## src/rtl/intr_aggregator.sv

```systemverilog
// intr_aggregator: latches rising edges of interrupt sources, masks them, and
// drives one aggregated interrupt that is either a level (OR of the masked
// status) or a stream of fixed-width pulses produced by a small FSM.
// Optional build macro INTR_AGG_SWSET_EN adds a software-set port pair
// (i_swset_vld / i_swset) that sets raw bits the same way a source edge does.
module intr_aggregator #(
  parameter int                N_SRC      = 14,
  parameter int                PULSE_W_BW = 8,
  parameter logic [N_SRC-1:0]  NMI_MASK   = '0
) (
  input  logic                  clk,
  input  logic                  rst,
  input  logic [N_SRC-1:0]      i_src,
  input  logic [N_SRC-1:0]      i_msk,
  input  logic                  i_clr_vld,
  input  logic [N_SRC-1:0]      i_clr,
  input  logic                  i_type,
  input  logic [PULSE_W_BW-1:0] i_width,
`ifdef INTR_AGG_SWSET_EN
  input  logic                  i_swset_vld,
  input  logic [N_SRC-1:0]      i_swset,
`endif
  output logic [N_SRC-1:0]      o_raw,
  output logic [N_SRC-1:0]      o_stat,
  output logic                  o_intr,
  output logic                  o_busy
);

  typedef enum logic [1:0] {IDLE, PULSE, GAP} state_t;

  localparam logic [PULSE_W_BW-1:0] CNT_ONE = {{(PULSE_W_BW-1){1'b0}}, 1'b1};

  state_t                state, state_nxt;
  logic [N_SRC-1:0]      src_q, raw, stat_q;
  logic [N_SRC-1:0]      rise, set_bits, clr_bits;
  logic [PULSE_W_BW-1:0] cnt, cnt_nxt, width_q, width_nxt;
  logic                  pend, pend_nxt;
  logic                  level_q;
  logic                  evt;

  // A width of zero still yields a one-cycle pulse.
  function automatic logic [PULSE_W_BW-1:0] pulse_len(input logic [PULSE_W_BW-1:0] w);
    return (w == '0) ? CNT_ONE : w;
  endfunction

  // Edge detect and the set/clear vectors feeding the raw status register.
  always_comb begin
    rise     = i_src & ~src_q;
    clr_bits = i_clr_vld ? i_clr : '0;
`ifdef INTR_AGG_SWSET_EN
    set_bits = rise | (i_swset_vld ? i_swset : '0);
`else
    set_bits = rise;
`endif
  end

  assign o_raw  = raw;
  assign o_stat = raw & (i_msk | NMI_MASK);
  // Any masked bit that was not set last cycle counts as a new event,
  // including a raw bit that has just been unmasked.
  assign evt    = |(o_stat & ~stat_q);

  // Source history, raw status (set beats clear) and previous masked status.
  always_ff @(posedge clk) begin
    if (rst) begin
      src_q  <= '0;
      raw    <= '0;
      stat_q <= '0;
    end else begin
      src_q  <= i_src;
      raw    <= (raw & ~clr_bits) | set_bits;
      stat_q <= o_stat;
    end
  end

  // Level-mode output: registered OR of masked status, only while IDLE in level mode.
  always_ff @(posedge clk) begin
    if (rst) level_q <= 1'b0;
    else     level_q <= (state == IDLE) && !i_type && (|o_stat);
  end

  // Pulse FSM state, counter, pending flag and the width sampled in IDLE.
  always_ff @(posedge clk) begin
    if (rst) begin
      state   <= IDLE;
      cnt     <= '0;
      pend    <= 1'b0;
      width_q <= '0;
    end else begin
      state   <= state_nxt;
      cnt     <= cnt_nxt;
      pend    <= pend_nxt;
      width_q <= width_nxt;
    end
  end

  // Next-state logic; the counter only counts down to one so it never wraps.
  always_comb begin
    state_nxt = state;
    cnt_nxt   = cnt;
    pend_nxt  = pend;
    width_nxt = width_q;
    case (state)
      IDLE: begin
        pend_nxt  = 1'b0;
        width_nxt = i_width;
        if (i_type && evt) begin
          state_nxt = PULSE;
          cnt_nxt   = pulse_len(i_width);
        end
      end
      PULSE: begin
        if (evt) pend_nxt = 1'b1;
        if (cnt <= CNT_ONE) state_nxt = GAP;
        else                cnt_nxt   = cnt - CNT_ONE;
      end
      GAP: begin
        if (pend || evt) begin
          state_nxt = PULSE;
          cnt_nxt   = pulse_len(width_q);
          pend_nxt  = 1'b0;
        end else begin
          state_nxt = IDLE;
        end
      end
      default: state_nxt = IDLE;
    endcase
  end

  assign o_intr = (state == PULSE) || ((state == IDLE) && level_q);
  assign o_busy = (state != IDLE);

endmodule
```

## config.mk

```make
export PLATFORM = sky130hd
export DESIGN_NAME = intr_aggregator
export DESIGN_NICKNAME = d
export VERILOG_FILES = /design/src/rtl/intr_aggregator.sv
export SDC_FILE = /design/constraint.sdc
export NUM_CORES = 1
export LEC_CHECK = 0
export BUFFER_PORTS_ARGS = -buffer_cell sky130_fd_sc_hd__buf_2
export CORE_UTILIZATION = 51
export CTS_BUF_LIST = sky130_fd_sc_hd__clkbuf_4 sky130_fd_sc_hd__clkbuf_8 sky130_fd_sc_hd__clkbuf_16
export DETAILED_ROUTE_END_ITERATION = 12
export PLACE_DENSITY = 0.75
export SLEW_MARGIN = 20
export SYNTH_ARGS = -nofsm -noshare
export SYNTH_HDL_FRONTEND = slang
export SYNTH_SLANG_ARGS = --single-unit
```

## constraint.sdc

```tcl
create_clock -name clk -period 2.85 [get_ports clk]
set_input_delay 0.7125 -clock clk [delete_from_list [all_inputs] [get_ports clk]]
set_output_delay 0.7125 -clock clk [all_outputs]
set_load 0.01 [all_outputs]
```

==> results.py <==
metrics = {
    "outcome": {
        "status": "finished, final reports clean",
    },
    "clock_network": {
        "cts_root_buf": "clkbuf_8",
        "clkTransAtPathRegs_ns": 0.07,
        "clockBufferDepth": 2,
        "h-tree-depth": 3,
        "insertion_delay_ns": 0.34,
        "cts.sinks": 62,
        "cts_tree": "done",
        "post_cts_resized": 0,
        "numCtsBuffers": 9,
        "postCtsHoldBufs": 0,
        "post-cts-setup-buffer-count": 0,
    },
    "detailed_routing": {
        "wl_met3_um": 323,
        "wl_per_cell_um": 13.3,
        "dr.first_iter.drc_count": 142,
        "m1WireLength_um": 3020,
        "drc": 0,
        "ant_nets": 0,
        "routed.top_layer": "met4",
        "route.met2.wl_um": 3030,
        "viasPerCell": 5.18,
        "drt-pass1-iter-count": 4,
        "wl_um": 6470,
        "vias": 2521,
    },
    "final_layout": {
        "fillers": 474,
        "layout_common_cells": "buf_2 (83), dfxtp_1 (62), nor2_1 (48)",
        "drive_above_1_share_pct": 27.1,
        "final_common_cell": "buf_2",
        "regArea_mm2": 0.00124,
        "fin_nets": 473,
        "multiInputGateArea_mm2": 0.00140,
        "syn2layout_area_growth_pct": 24.4,
        "n_antenna_cell": 0,
    },
    "run": {
        "drv_cap": 0,
    },
    "placement": {
        "portBuffers": 83,
        "hpwl_um": 4680,
        "place_congestion": 0.837,
    },
    "global_route": {
        "grt_pass1_wl_um": 10200,
        "grt_max_degree": 33,
        "overflow": 0,
        "grt_antenna_before_repair": 0,
        "grt_util_all_layers_pct": 24.1,
        "grt_pass1_vias": 2315,
    },
    "power_and_ir_drop": {
        "p_leak_nw": 1.69,
        "switching_power_mw": 1.10,
        "switching_share_pct": 36.6,
        "clkPwrFrac_pct": 26.0,
        "power_frac_comb_pct": 37.0,
        "irDropWorstVdd_v": 0.000412,
        "internal_power_mw": 1.91,
        "power.density_mw_per_mm2": 871,
        "seqPwrFrac_pct": 36.9,
    },
    "sta": {
        "hold_violations": 0,
        "slew_headroom_pct": 54.8,
        "slew_violations": 0,
        "hold_ws_ns": 0.493,
        "tightest_slew_ns": 0.677,
        "finalSetupTns_ns": 0,
        "fin_crit_sh_pct": 86.2,
        "setup_viol": 0,
        "max_freq_ghz": 0.407,
        "finalCriticalPeriod_ns": 2.46,
        "rsz0062_at_grt": "false",
        "clock_skew_ns": 0.00738,
    },
    "synth": {
        "synth-xor-area-share_pct": 0.631,
        "synth_compound_area_share_pct": 16.2,
        "synth-simple-area-share_pct": 27.2,
        "syn-num-nets": 389,
        "async_flop_share_pct": 0,
        "avgSynthCellArea_um2": 8.47,
        "synth_cell_type_count": 43,
        "synth_edf_count": 0,
        "syn_inst": 328,
        "yosysSeqAreaShare_pct": 44.7,
        "synth.area.mux_share_pct": 3.29,
        "synth_seq_cells": 62,
        "synthAdderAreaFrac_pct": 3.15,
        "ys_warn_count": 0,
        "ys_dominant_reg_cell": "dfxtp_1",
        "synth_area_mm2": 0.00278,
        "synth_top_family_by_area": "simple AND/OR/NAND/NOR gates",
    },
    "floorplan": {
        "core_mm2": 0.00517,
        "io_pins": 84,
        "rows": 26,
        "die_h_um": 75.8,
        "start_util_pct": 53.7,
        "fp.dieArea_mm2": 0.00575,
        "die_w_um": 75.8,
    },
    "setup_path": {
        "crit_path_end_kind": "output pin",
        "required_ns": 2.14,
        "critPathLaunchType": "flip-flop",
        "arrival_ns": 1.74,
        "worst-setup-path-type": "flip-flop to output pin",
        "crit_fanout": 14,
    },
    "hold_path": {
        "hold_class": "flip-flop to flip-flop",
    },
}
==> metrics by stage <==
stage               setup slack (ns)  std cells  util (%)  power [mW]  cell area (um2)
detailed placement             0.435        471      62.8        2.22             3250
finish                         0.393        487      66.8        3.01             3450
global placement               0.473        471      62.8        2.20             3250
global route                   0.251        487      66.8        3.20             3450
CTS                            0.372        487      66.8        3.01             3450
floorplan                      0.759        328         -        1.95             2780
==> synthesized netlist by cell type, drive strengths merged (6+ instances only) <==
cell | instances | area, um2
a21oi | 29 | 145
clkbuf | 11 | 41.3
dfxtp | 62 | 1240
ha | 7 | 87.6
inv | 24 | 90.1
mux2i | 8 | 80.1
nand2 | 39 | 149
nand3 | 6 | 30.0
nand3b | 10 | 78.8
nor2 | 48 | 180
nor2b | 28 | 175
nor4 | 6 | 67.6
o211ai | 6 | 45.0
==> state kept, by name, indices dropped and copies added (netlist names) <==
name / cells
stat_q: 14
level_q: 1
src_q: 14
pend: 1
width_q: 8
cnt: 8
o_raw: 14
state: 2
==> path summary, 6_finish.rpt <==
| check | startpoint | endpoint | slack [ns] | cells past startpoint |
|---|---|---|---|---|
| max | state[0]$_SDFFE_PP0P_ | o_busy | 0.39 | 4 |
| min | cnt[7]$_SDFFE_PP0P_ | cnt[7]$_SDFFE_PP0P_ | 0.49 | 2 |
| max reg2reg | cnt[0]$_SDFFE_PP0P_ | cnt[6]$_SDFFE_PP0P_ | 0.61 | 8 |
| min reg2reg | cnt[7]$_SDFFE_PP0P_ | cnt[7]$_SDFFE_PP0P_ | 0.49 | 2 |
==> cells by family after synthesis <==
kind of cell             Yosys count
adder cells (fa/ha/maj)            7
multiplexers                       9
AO/OA/AOI/OAI                     64
AND/OR/NAND/NOR                  148
buffers and inverters             36
flip-flops                        62
XOR/XNOR                           2
==> per-layer routing <==
metal  global-route usage (%)  vias up
li1                         -     1289
met1                     29.7     1155
met2                     39.8       68
met3                     5.56        9
met4                     11.1        0
met5                        0        -
==> critical path: stages, from the launching register on <==
cell	delay, ns
dfxtp_1	0.34
inv_1	0.10
ha_1	0.60
inv_1	0.18
buf_2	0.18
==> final cells by class <==
type / instances / share of cell area [%]
Inverter: 24 / 2.61
Sequential cell: 62 / 35.9
Tap cell: 70 / 2.54
Clock buffer: 11 / 4.20
Clock inverter: 5 / 1.70
Timing Repair Buffer: 85 / 12.5
Multi-Input combinational cell: 230 / 40.6
==> power by group through the flow <==
stage	registers (mW)	clock network, mW	logic [mW]
6_report	1.11	0.784	1.11
5_1_grt	1.13	0.833	1.24
4_1_cts	1.11	0.797	1.10
3_5_place_dp	1.13	0	1.09
3_3_place_gp	1.12	0	1.08
2_1_floorplan	1.11	0	0.842
No activity file was read; power rests on OpenSTA's default activity.
